--- src/rtl/multicore_pkg.sv ---
// ============================================================================
// multicore_pkg : shared constants, result record and arbiter index helper
// Rev 1.0
// ============================================================================
`default_nettype none

package multicore_pkg;

  localparam int N_CORES = 33;
  localparam int DATA_W  = 28;
  localparam int EN_W    = 4;
  localparam int ID_W    = 6;
  localparam logic [EN_W-1:0] EN_CODE = EN_W'(1);

  typedef struct packed {
    logic [ID_W-1:0]   id;
    logic [DATA_W-1:0] data;
  } result_t;

  // Slot index base+off with wrap at N_CORES (off < N_CORES).
  function automatic logic [ID_W-1:0] rr_index(input logic [ID_W-1:0] base, input int off);
    int sum;
    sum = int'(base) + off;
    if (sum >= N_CORES) sum = sum - N_CORES;
    return ID_W'(sum);
  endfunction

endpackage

`default_nettype wire

--- src/rtl/collector_fifo.sv ---
// ============================================================================
// collector_fifo : synchronous FIFO of result_t, fall-through head
// Rev 1.0
// ============================================================================
`default_nettype none

module collector_fifo
  import multicore_pkg::*;
#(
  parameter int DEPTH = 16,
  localparam int PTR_W = $clog2(DEPTH),
  localparam int CNT_W = PTR_W + 1
) (
  input  logic             clk,
  input  logic             rst_n,
  input  logic             push,
  input  result_t          push_data,
  input  logic             pop,
  output result_t          head,
  output logic             full,
  output logic             empty,
  output logic [CNT_W-1:0] count
);

  result_t          mem_q [DEPTH];
  result_t          mem_d [DEPTH];
  logic [PTR_W-1:0] wr_ptr_q, wr_ptr_d;
  logic [PTR_W-1:0] rd_ptr_q, rd_ptr_d;
  logic [CNT_W-1:0] count_q, count_d;
  logic             do_push, do_pop;

  assign full  = (count_q == CNT_W'(DEPTH));
  assign empty = (count_q == '0);
  assign count = count_q;
  assign head  = mem_q[rd_ptr_q];

  // A push into a full FIFO is legal when the head leaves in the same cycle.
  always_comb begin
    do_pop   = pop && !empty;
    do_push  = push && (!full || do_pop);
    mem_d    = mem_q;
    if (do_push) mem_d[wr_ptr_q] = push_data;
    wr_ptr_d = wr_ptr_q + PTR_W'(do_push);
    rd_ptr_d = rd_ptr_q + PTR_W'(do_pop);
    count_d  = count_q + CNT_W'(do_push) - CNT_W'(do_pop);
  end

  always_ff @(posedge clk) begin
    mem_q <= mem_d;
  end

  always_ff @(posedge clk) begin
    if (!rst_n) begin
      wr_ptr_q <= '0;
      rd_ptr_q <= '0;
      count_q  <= '0;
    end else begin
      wr_ptr_q <= wr_ptr_d;
      rd_ptr_q <= rd_ptr_d;
      count_q  <= count_d;
    end
  end

endmodule

`default_nettype wire

--- src/rtl/multicore_collector.sv ---
// ============================================================================
// multicore_collector : edge-captures core results, round-robin into a FIFO
// Rev 1.0
// ============================================================================
`default_nettype none

module multicore_collector
  import multicore_pkg::*;
#(
  parameter int FIFO_DEPTH = 16,
  localparam int CNT_W = $clog2(FIFO_DEPTH) + 1
) (
  input  logic                      clk,
  input  logic                      rst_n,
  input  logic [N_CORES*DATA_W-1:0] core_io_out,
  input  logic [N_CORES*EN_W-1:0]   core_out_en,
  output logic                      out_valid,
  input  logic                      out_ready,
  output logic signed [DATA_W-1:0]  out_data,
  output logic [ID_W-1:0]           out_core_id,
  output logic [N_CORES-1:0]        overflow,
  output logic [CNT_W-1:0]          fifo_count,
  output logic [15:0]               result_cnt
);

  logic [N_CORES-1:0][EN_W-1:0]   prev_en_q, prev_en_d;
  logic [N_CORES-1:0]             pend_vld_q, pend_vld_d;
  logic [N_CORES-1:0][DATA_W-1:0] pend_data_q, pend_data_d;
  logic [N_CORES-1:0]             overflow_q, overflow_d;
  logic [ID_W-1:0]                ptr_q, ptr_d;
  logic [15:0]                    result_cnt_q, result_cnt_d;

  logic [N_CORES-1:0] strobe;
  logic               found, grant, pop, push_ok, fifo_full, fifo_empty;
  logic [ID_W-1:0]    grant_idx, cand;
  result_t            push_data, head;

  always_comb begin
    strobe       = '0;
    prev_en_d    = prev_en_q;
    found        = 1'b0;
    grant_idx    = '0;
    cand         = '0;
    pend_vld_d   = pend_vld_q;
    pend_data_d  = pend_data_q;
    overflow_d   = overflow_q;

    pop     = out_valid && out_ready;
    push_ok = !fifo_full || pop;

    for (int k = 0; k < N_CORES; k++) begin
      prev_en_d[k] = core_out_en[k*EN_W +: EN_W];
      strobe[k]    = (core_out_en[k*EN_W +: EN_W] == EN_CODE) && (prev_en_q[k] != EN_CODE);
    end

    for (int i = 0; i < N_CORES; i++) begin
      cand = rr_index(ptr_q, i);
      if (!found && pend_vld_q[cand]) begin
        found     = 1'b1;
        grant_idx = cand;
      end
    end
    grant = found && push_ok;

    // A slot granted this cycle is free to take a same-cycle strobe.
    for (int k = 0; k < N_CORES; k++) begin
      if (grant && (grant_idx == ID_W'(k))) pend_vld_d[k] = 1'b0;
      if (strobe[k]) begin
        if (pend_vld_q[k] && !(grant && (grant_idx == ID_W'(k)))) begin
          overflow_d[k] = 1'b1;
        end else begin
          pend_vld_d[k]  = 1'b1;
          pend_data_d[k] = core_io_out[k*DATA_W +: DATA_W];
        end
      end
    end

    ptr_d = ptr_q;
    if (grant) ptr_d = (grant_idx == ID_W'(N_CORES - 1)) ? '0 : grant_idx + 1'b1;

    push_data.id   = grant_idx;
    push_data.data = pend_data_q[grant_idx];
    result_cnt_d   = result_cnt_q + 16'(pop);
  end

  always_ff @(posedge clk) begin
    if (!rst_n) begin
      prev_en_q    <= '0;
      pend_vld_q   <= '0;
      pend_data_q  <= '0;
      overflow_q   <= '0;
      ptr_q        <= '0;
      result_cnt_q <= '0;
    end else begin
      prev_en_q    <= prev_en_d;
      pend_vld_q   <= pend_vld_d;
      pend_data_q  <= pend_data_d;
      overflow_q   <= overflow_d;
      ptr_q        <= ptr_d;
      result_cnt_q <= result_cnt_d;
    end
  end

  collector_fifo #(.DEPTH(FIFO_DEPTH)) u_fifo (
    .clk       (clk),
    .rst_n     (rst_n),
    .push      (grant),
    .push_data (push_data),
    .pop       (pop),
    .head      (head),
    .full      (fifo_full),
    .empty     (fifo_empty),
    .count     (fifo_count)
  );

  // Head fields read as zero while the queue is empty.
  assign out_valid   = !fifo_empty;
  assign out_data    = out_valid ? head.data : '0;
  assign out_core_id = out_valid ? head.id : '0;
  assign overflow    = overflow_q;
  assign result_cnt  = result_cnt_q;

endmodule

`default_nettype wire
--- config.mk ---
export PLATFORM = sky130hd
export DESIGN_NAME = multicore_collector
export DESIGN_NICKNAME = d
export VERILOG_FILES = /design/src/rtl/multicore_pkg.sv /design/src/rtl/collector_fifo.sv /design/src/rtl/multicore_collector.sv
export SDC_FILE = /design/constraint.sdc
export NUM_CORES = 2
export LEC_CHECK = 0
export ABC_CLOCK_PERIOD_IN_PS = 31100
export CORE_UTILIZATION = 30
export CTS_BUF_LIST = sky130_fd_sc_hd__clkbuf_16
export DETAILED_ROUTE_END_ITERATION = 6
export HOLD_SLACK_MARGIN = 0.06
export PLACE_DENSITY = 0.53
export SYNTH_ARGS = -nofsm -noshare
export SYNTH_HDL_FRONTEND = slang
export SYNTH_HIERARCHICAL = 1
export SYNTH_SLANG_ARGS = --single-unit
--- constraint.sdc ---
create_clock -name clk -period 31.1 [get_ports clk]
set_clock_uncertainty 0.15 [all_clocks]
set_input_delay 3.11 -clock clk [delete_from_list [all_inputs] [get_ports clk]]
set_output_delay 3.11 -clock clk [all_outputs]
set_load 0.01 [all_outputs]
==> Yosys cells after proc, flatten, opt, wreduce, memory -nomap -nowiden <==
Cells that the tools add are included.
{ "word_totals": {"output_inout_bits": 89, "inputBits": 1059, "reg_bits": 1701, "wordCells": 960} }
{ "op_classes": {"bitwise": 35, "eq_ne": 99, "magnitude_cmp": 70, "addsub": 71, "reduce_logical": 273, "muxes": 275} }
{ "ops": {"columns": ["op", "count"], "rows": [
  ["bitwise mux 544 bit", 1],
  ["two-way mux 6 bit", 68],
  ["less-than comparator 6 x 7 -> 1 bit, second input constant", 34],
  [">= comparator 7 x 6 -> 1 bit, second input constant", 32],
  ["binary-select mux 1 bit (select 6 bit)", 33],
  ["subtractor 6 bit, second input constant", 33],
  ["binary-select mux 28 bit (select 6 bit)", 1],
  ["two-way mux 1 bit", 165],
  ["binary-select mux 34 bit (select 4 bit)", 1],
  ["demux 34 bit (select 4 bit)", 1],
  ["logical AND 1 bit", 136],
  ["equality test 4 x 1 -> 1 bit, second input constant", 33],
  ["inequality test 4 x 1 -> 1 bit, second input constant", 33],
  ["AND reduction 2 bit", 66],
  ["adder 6 x 5 -> 7 bit, second input constant", 16],
  ["two-way mux 34 bit", 3],
  ["equality test 6 x 5 -> 1 bit, second input constant", 16],
  ["zero test 1 bit", 67],
  ["adder 6 x 4 -> 7 bit, second input constant", 8],
  ["two-way mux 28 bit", 2],
  ["equality test 6 x 4 -> 1 bit, second input constant", 8],
  ["inverter 1 bit", 33],
  ["adder 6 x 3 -> 7 bit, second input constant", 4],
  ["equality test 6 x 3 -> 1 bit, second input constant", 4],
  ["other kinds (19)", 25]
]} }

==> Logic depth before layout (Yosys ltp) <==
{ "depth": {"depth_word": 107, "mapped_depth": 47, "depth_no_buf": 28} }

==> Cells and area by module <==
The synthesis kept the hierarchy.
{ "by_module_without_submodules": {"columns": ["module", "cells_each", "instances", "area_each_um2", "seq_area_each_um2"], "rows": [
  ["multicore_collector", 9270, 1, 78492.8, 22902.0],
  ["collector_fifo", 923, 1, 21060.2, 16595.9]
]} }

==> Worst setup path before layout <==
No wires, ideal clock.
{ "synth_path": {"path_kind": "register to register", "startpoint": "reg ptr_q[0]", "endpoint": "reg pend_data_q[35] (netlist name)", "period_less_slack_ps": 10691, "stages_incl_launch_ff": 44, "setup_time_ps": 116, "required_ps": 30834, "arrival_time_ps": 10425, "setup_slack_ps": 20409, "path_buffers": 19, "path_cell_list": "dfxtp_1 -> buf_4 -> buf_6 -> inv_1 -> buf_2 -> buf_2 -> buf_2 -> buf_2 -> clkbuf_1 -> buf_1 -> clkbuf_1 -> clkbuf_1 -> ha_1 -> buf_2 -> nor2b_1 -> or3_1 -> clkbuf_1 -> a2111oi_4 -> [8 not listed] -> nand3_2 -> buf_2 -> or4_1 -> nand4_1 -> o221ai_2 -> o21ai_4 -> clkbuf_1 -> clkbuf_1 -> clkbuf_1 -> ha_1 -> inv_1 -> nor4_1 -> nand4_1 -> a21oi_1 -> buf_4 -> buf_4 -> mux2i_1 -> nor2b_1"} }
{ "synth_via": {"elab_chain_len": 107, "elab_cells_between_ends": 334, "cone_classes": "add/sub: 65; order compare: 33; eq/ne: 1; mux: 165; bitwise: 1; reduce/logical: 69"} }
{ "synth_rtl": {"columns": ["item", "line_no", "text"], "rows": [
  ["from (decl)", "multicore_collector.sv:30", "logic [ID_W-1:0] ptr_q, ptr_d;"],
  ["from (signal assigned)", "multicore_collector.sv:99", "ptr_q <= ptr_d;"],
  ["parallel branches: the longest is 100 deep, another holds adder 6 x 1 -> 7 bit", null, null],
  ["two-way mux 6 bit *", "multicore_collector.sv:58", "if (!found && pend_vld_q[cand]) begin"],
  ["net grant_idx[0]", "multicore_collector.sv:35", "logic [ID_W-1:0] grant_idx, cand;"],
  ["equality test 6 x 1 -> 1 bit *", "multicore_collector.sv:69", "if (pend_vld_q[k] && !(grant && (grant_idx == ID_W'(k)))) begin"],
  ["logical AND 1 bit *", "multicore_collector.sv:69", null],
  ["zero test 1 bit *", "multicore_collector.sv:69", null],
  ["logical AND 1 bit *", "multicore_collector.sv:69", null],
  ["inverter 1 bit (no source line) *", null, null],
  ["AND reduction 2 bit (no source line) *", null, null],
  ["to (signal assigned)", "multicore_collector.sv:97", "pend_data_q <= pend_data_d;"],
  ["to (decl)", "multicore_collector.sv:28", "logic [N_CORES-1:0][DATA_W-1:0] pend_data_q, pend_data_d;"]
]} }
Mark *: on every way through the listed nets, which the timed path passes. The select of a mux whose other input is x is not followed.
A chain may end at the register's enable or synchronous reset.

==> impl_summary.log <==
[metrics] crit end category: flip-flop
[metrics] summed instance area of the synthesized netlist: 99600 sq um
[metrics] buffer levels on the longest clock path: 4
[metrics] register area share after synthesis: 0.397
[metrics] Final nets: 12200
[metrics] largest area contributor in the netlist: sky130_fd_sc_hd__dfxtp_1
[metrics] number of buffers added to fix hold violations after cts: 0
[metrics] clock tree sinks: 1701
[metrics] Synth Area per Inst: 9.77 sq um
[metrics] first-pass GRT wire length: 853 mm
[metrics] dominant cells by area after synthesis: sky130_fd_sc_hd__dfxtp_1, sky130_fd_sc_hd__edfxtp_1, sky130_fd_sc_hd__mux2i_1, sky130_fd_sc_hd__nor2b_1, sky130_fd_sc_hd__mux4_2
[metrics] most common library cell in the layout ignoring fill and taps: sky130_fd_sc_hd__mux2i_1
[metrics] ANT nets after route: 0
[metrics] Worst-Margin Slew: 1510 ps
[metrics] Remaining Overflow, GRT: 0
[metrics] pin count of the biggest net entering global routing: 261
[metrics] number of antenna violations at the first check in global routing: 241
[metrics] final hold vios: 0
[metrics] fraction of registers with async set or reset after synthesis: 0
[metrics] classification of the worst-slack hold path: reg -> reg
[metrics] effective utilization at floorplan: 0.301
[metrics] Post-synth top flop: sky130_fd_sc_hd__dfxtp_1
[metrics] setup repair after global routing missed its margin: no
[metrics] # H-tree levels: 4
[metrics] CP max stage cell: sky130_fd_sc_hd__nor3_4
[metrics] Syn-to-layout area delta: 24.2%
[metrics] overall routing resource usage: 0.376
[metrics] clock-pin slew reported for the worst setup and hold paths after clock tree synthesis: 70 ps
[metrics] fraction of post-synthesis cell area in the top cell type by area: 0.233
[metrics] detailed-router iteration count before antenna repair: 7
[metrics] Critical Setup Path Class: reg -> reg
[metrics] EDFF count, synth: 544
[metrics] number of pins with negative max-slew slack in the final report: 7
[metrics] detailed-route vias per instance: 6.18
[metrics] die extent in x: 578 microns
[metrics] synthesized instance count: 10200
[metrics] via total after detailed routing: 97600
[metrics] clk_lat worst skew: 1020 ps
[metrics] outcome: complete, but fails checks
[metrics] most frequent cells in the layout: sky130_fd_sc_hd__mux2i_1, sky130_fd_sc_hd__clkdlybuf4s50_1, sky130_fd_sc_hd__dfxtp_1, sky130_fd_sc_hd__nor2b_1, sky130_fd_sc_hd__nand2_1
[metrics] crit-path max cell delay: 1150 ps
[metrics] non-filler instance count after layout: 15800
[metrics] num ports: 1148
[metrics] Core Rows: 211
[metrics] # Post-CTS Setup Buffers: 0
[metrics] Synth warnings: 6
[metrics] total CTS buffers: 196
[metrics] number of global-route vias before repair: 90500
[metrics] Total Neg Setup Slack: 0 ps
[metrics] total instance count after detailed placement: 15300
[metrics] top achievable clock speed: 0.0691 GHz
[metrics] height of the die: 578 microns
[metrics] Synthesized Nets: 11300
[metrics] Critical Path Most Common Cell: sky130_fd_sc_hd__buf_4
[metrics] failing checks: DRC, capacitance limit, slew limit
[metrics] area of placed instances: 117000 sq um
[metrics] Setup-failing EPs final: 0
[metrics] Max Cap Viol: 3
[metrics] kind of start point of the critical path: flip-flop
[metrics] PortBufs: 1147
[metrics] 1st-iter DRT viols: 13900
[metrics] fin crit share: 0.465
[metrics] Min Clock Period, post-route: 14470 ps
[metrics] share of post-route cells with drive strength above 1: 0.118
[metrics] CP Max Fanout: 32
[metrics] Yosys reg bits: 1701
[metrics] average routed wire per standard cell: 41.4 microns
[metrics] final instance area: 124000 sq um
[metrics] worst endpoint required time: 31410 ps
[metrics] worst slew slack as a fraction of its limit: -0.0377
[metrics] root buf cell: sky130_fd_sc_hd__clkbuf_16
[metrics] endpoint arrival time on the critical path: 14780 ps
[metrics] half-perimeter wire length after placement: 497 mm
[metrics] core occupancy in the finished layout: 0.374
[metrics] post-synthesis cell type count: 124
[metrics] DRT Wirelength: 655 mm
[metrics] Placer Congestion: 1.13
[metrics] clock tree from TritonCTS: done
[metrics] Post-route DRC: 6
[metrics] Resized Gates After CTS: 0
[metrics] Core ar.: 330000 sq um
[metrics] Die ar.: 334000 sq um
## path summary, 6_finish.rpt
kind                    startpoint           endpoint  slack [ps]  depth (start not counted)
setup reg to reg          ptr_q[2]  u_fifo/mem_q[238]       16630                         28
hold / removal    pend_data_q[905]   pend_data_q[905]         310                          2
setup / recovery          ptr_q[2]  u_fifo/mem_q[238]       16630                         28
hold reg to reg   pend_data_q[905]   pend_data_q[905]         310                          2
## registers in the layout (all words and copies together) (netlist names)
signal and count:
overflow 33, u_fifo/mem_q 544, pend_data_q 924, pend_vld_q 33
u_fifo/count 5, ptr_q 6, result_cnt 16, u_fifo/rd_ptr_q 4
prev_en_q 132, u_fifo/wr_ptr_q 4
## area by class of cell
type | count | area [sq um]
Clock inverter | 155 | 1290
Timing Repair Buffer | 1571 | 14800
Fill cell | 32800 | 207000
Tap cell | 4366 | 5460
Inverter | 121 | 472
Antenna cell | 156 | 390
Clock buffer | 202 | 5050
Multi-Input combinational cell | 7530 | 56600
Sequential cell | 1701 | 39600
## critical path, delay by kind of cell, from the launching register on
family	cells	cell delay (ps)
xor gates and xnor gates	1	600
AOI/OAI and AO/OA	11	4350
buffers and inverters	8	2890
adders and majority gates	1	810
DFF	1	370
and+or+nand+nor	7	4590
## Yosys cell counts (37+ instances only)
| cell type | number |
|---|---|
| sky130_fd_sc_hd__nor2b_1 | 939 |
| sky130_fd_sc_hd__or3_1 | 39 |
| sky130_fd_sc_hd__a31oi_1 | 98 |
| sky130_fd_sc_hd__a221oi_1 | 53 |
| sky130_fd_sc_hd__o2111ai_1 | 40 |
| sky130_fd_sc_hd__dfxtp_1 | 1157 |
| sky130_fd_sc_hd__nand2b_1 | 85 |
| sky130_fd_sc_hd__a32oi_1 | 41 |
| sky130_fd_sc_hd__buf_2 | 224 |
| sky130_fd_sc_hd__inv_1 | 112 |
| sky130_fd_sc_hd__mux4_2 | 207 |
| sky130_fd_sc_hd__ha_1 | 51 |
| sky130_fd_sc_hd__o31ai_1 | 37 |
| sky130_fd_sc_hd__a21oi_1 | 353 |
| sky130_fd_sc_hd__a311oi_1 | 51 |
| sky130_fd_sc_hd__a211oi_1 | 143 |
| sky130_fd_sc_hd__nand4_1 | 79 |
| sky130_fd_sc_hd__o221ai_1 | 37 |
| sky130_fd_sc_hd__nor3_1 | 145 |
| sky130_fd_sc_hd__a21o_1 | 43 |
| sky130_fd_sc_hd__a22oi_1 | 130 |
| sky130_fd_sc_hd__clkbuf_1 | 490 |
| sky130_fd_sc_hd__mux2_2 | 97 |
| sky130_fd_sc_hd__nand3_1 | 286 |
| sky130_fd_sc_hd__o211ai_1 | 134 |
| sky130_fd_sc_hd__and2_1 | 221 |
| sky130_fd_sc_hd__and3_1 | 47 |
| sky130_fd_sc_hd__nor4_1 | 70 |
| sky130_fd_sc_hd__o21ai_0 | 359 |
| sky130_fd_sc_hd__nand2_1 | 815 |
| sky130_fd_sc_hd__o22ai_1 | 59 |
| sky130_fd_sc_hd__o21a_1 | 65 |
| sky130_fd_sc_hd__nor4b_1 | 43 |
| sky130_fd_sc_hd__buf_4 | 69 |
| sky130_fd_sc_hd__a21boi_0 | 80 |
| sky130_fd_sc_hd__nor2_1 | 449 |
| sky130_fd_sc_hd__a2111oi_0 | 51 |
| sky130_fd_sc_hd__edfxtp_1 | 544 |
| sky130_fd_sc_hd__xnor2_1 | 146 |
| sky130_fd_sc_hd__buf_1 | 45 |
| sky130_fd_sc_hd__mux2i_1 | 1410 |
## per-stage QoR
step	hold slack, ps	setup WS [ps]
5_1_grt	328	16610
2_1_floorplan	280	20410
3_5_place_dp	298	16390
3_3_place_gp	295	15520
6_report	309	16630
4_1_cts	309	16260
## kinds of logic after synthesis
family / count (synthesis) / synth area share
xor+xnor: 167 / 0.0155
flops: 1701 / 0.397
buf+inv: 962 / 0.0427
fa+ha+maj: 52 / 0.00661
simple gates: 3380 / 0.180
compound gates: 2216 / 0.159
mux: 1715 / 0.200
## per-layer routing
| layer | share of wire | GRT usage | vias to the layer above |
|---|---|---|---|
| met4 | 0.079 | 0.264 | 82 |
| met3 | 0.11 | 0.133 | 1719 |
| met2 | 0.42 | 0.545 | 6887 |
| met1 | 0.39 | 0.465 | 48900 |
| li1 | - | - | 39900 |
| met5 | 0.00085 | 0 | - |
Power is not shown: default switching activity piles up to over one toggle a cycle in this logic, so the estimate is an artifact.
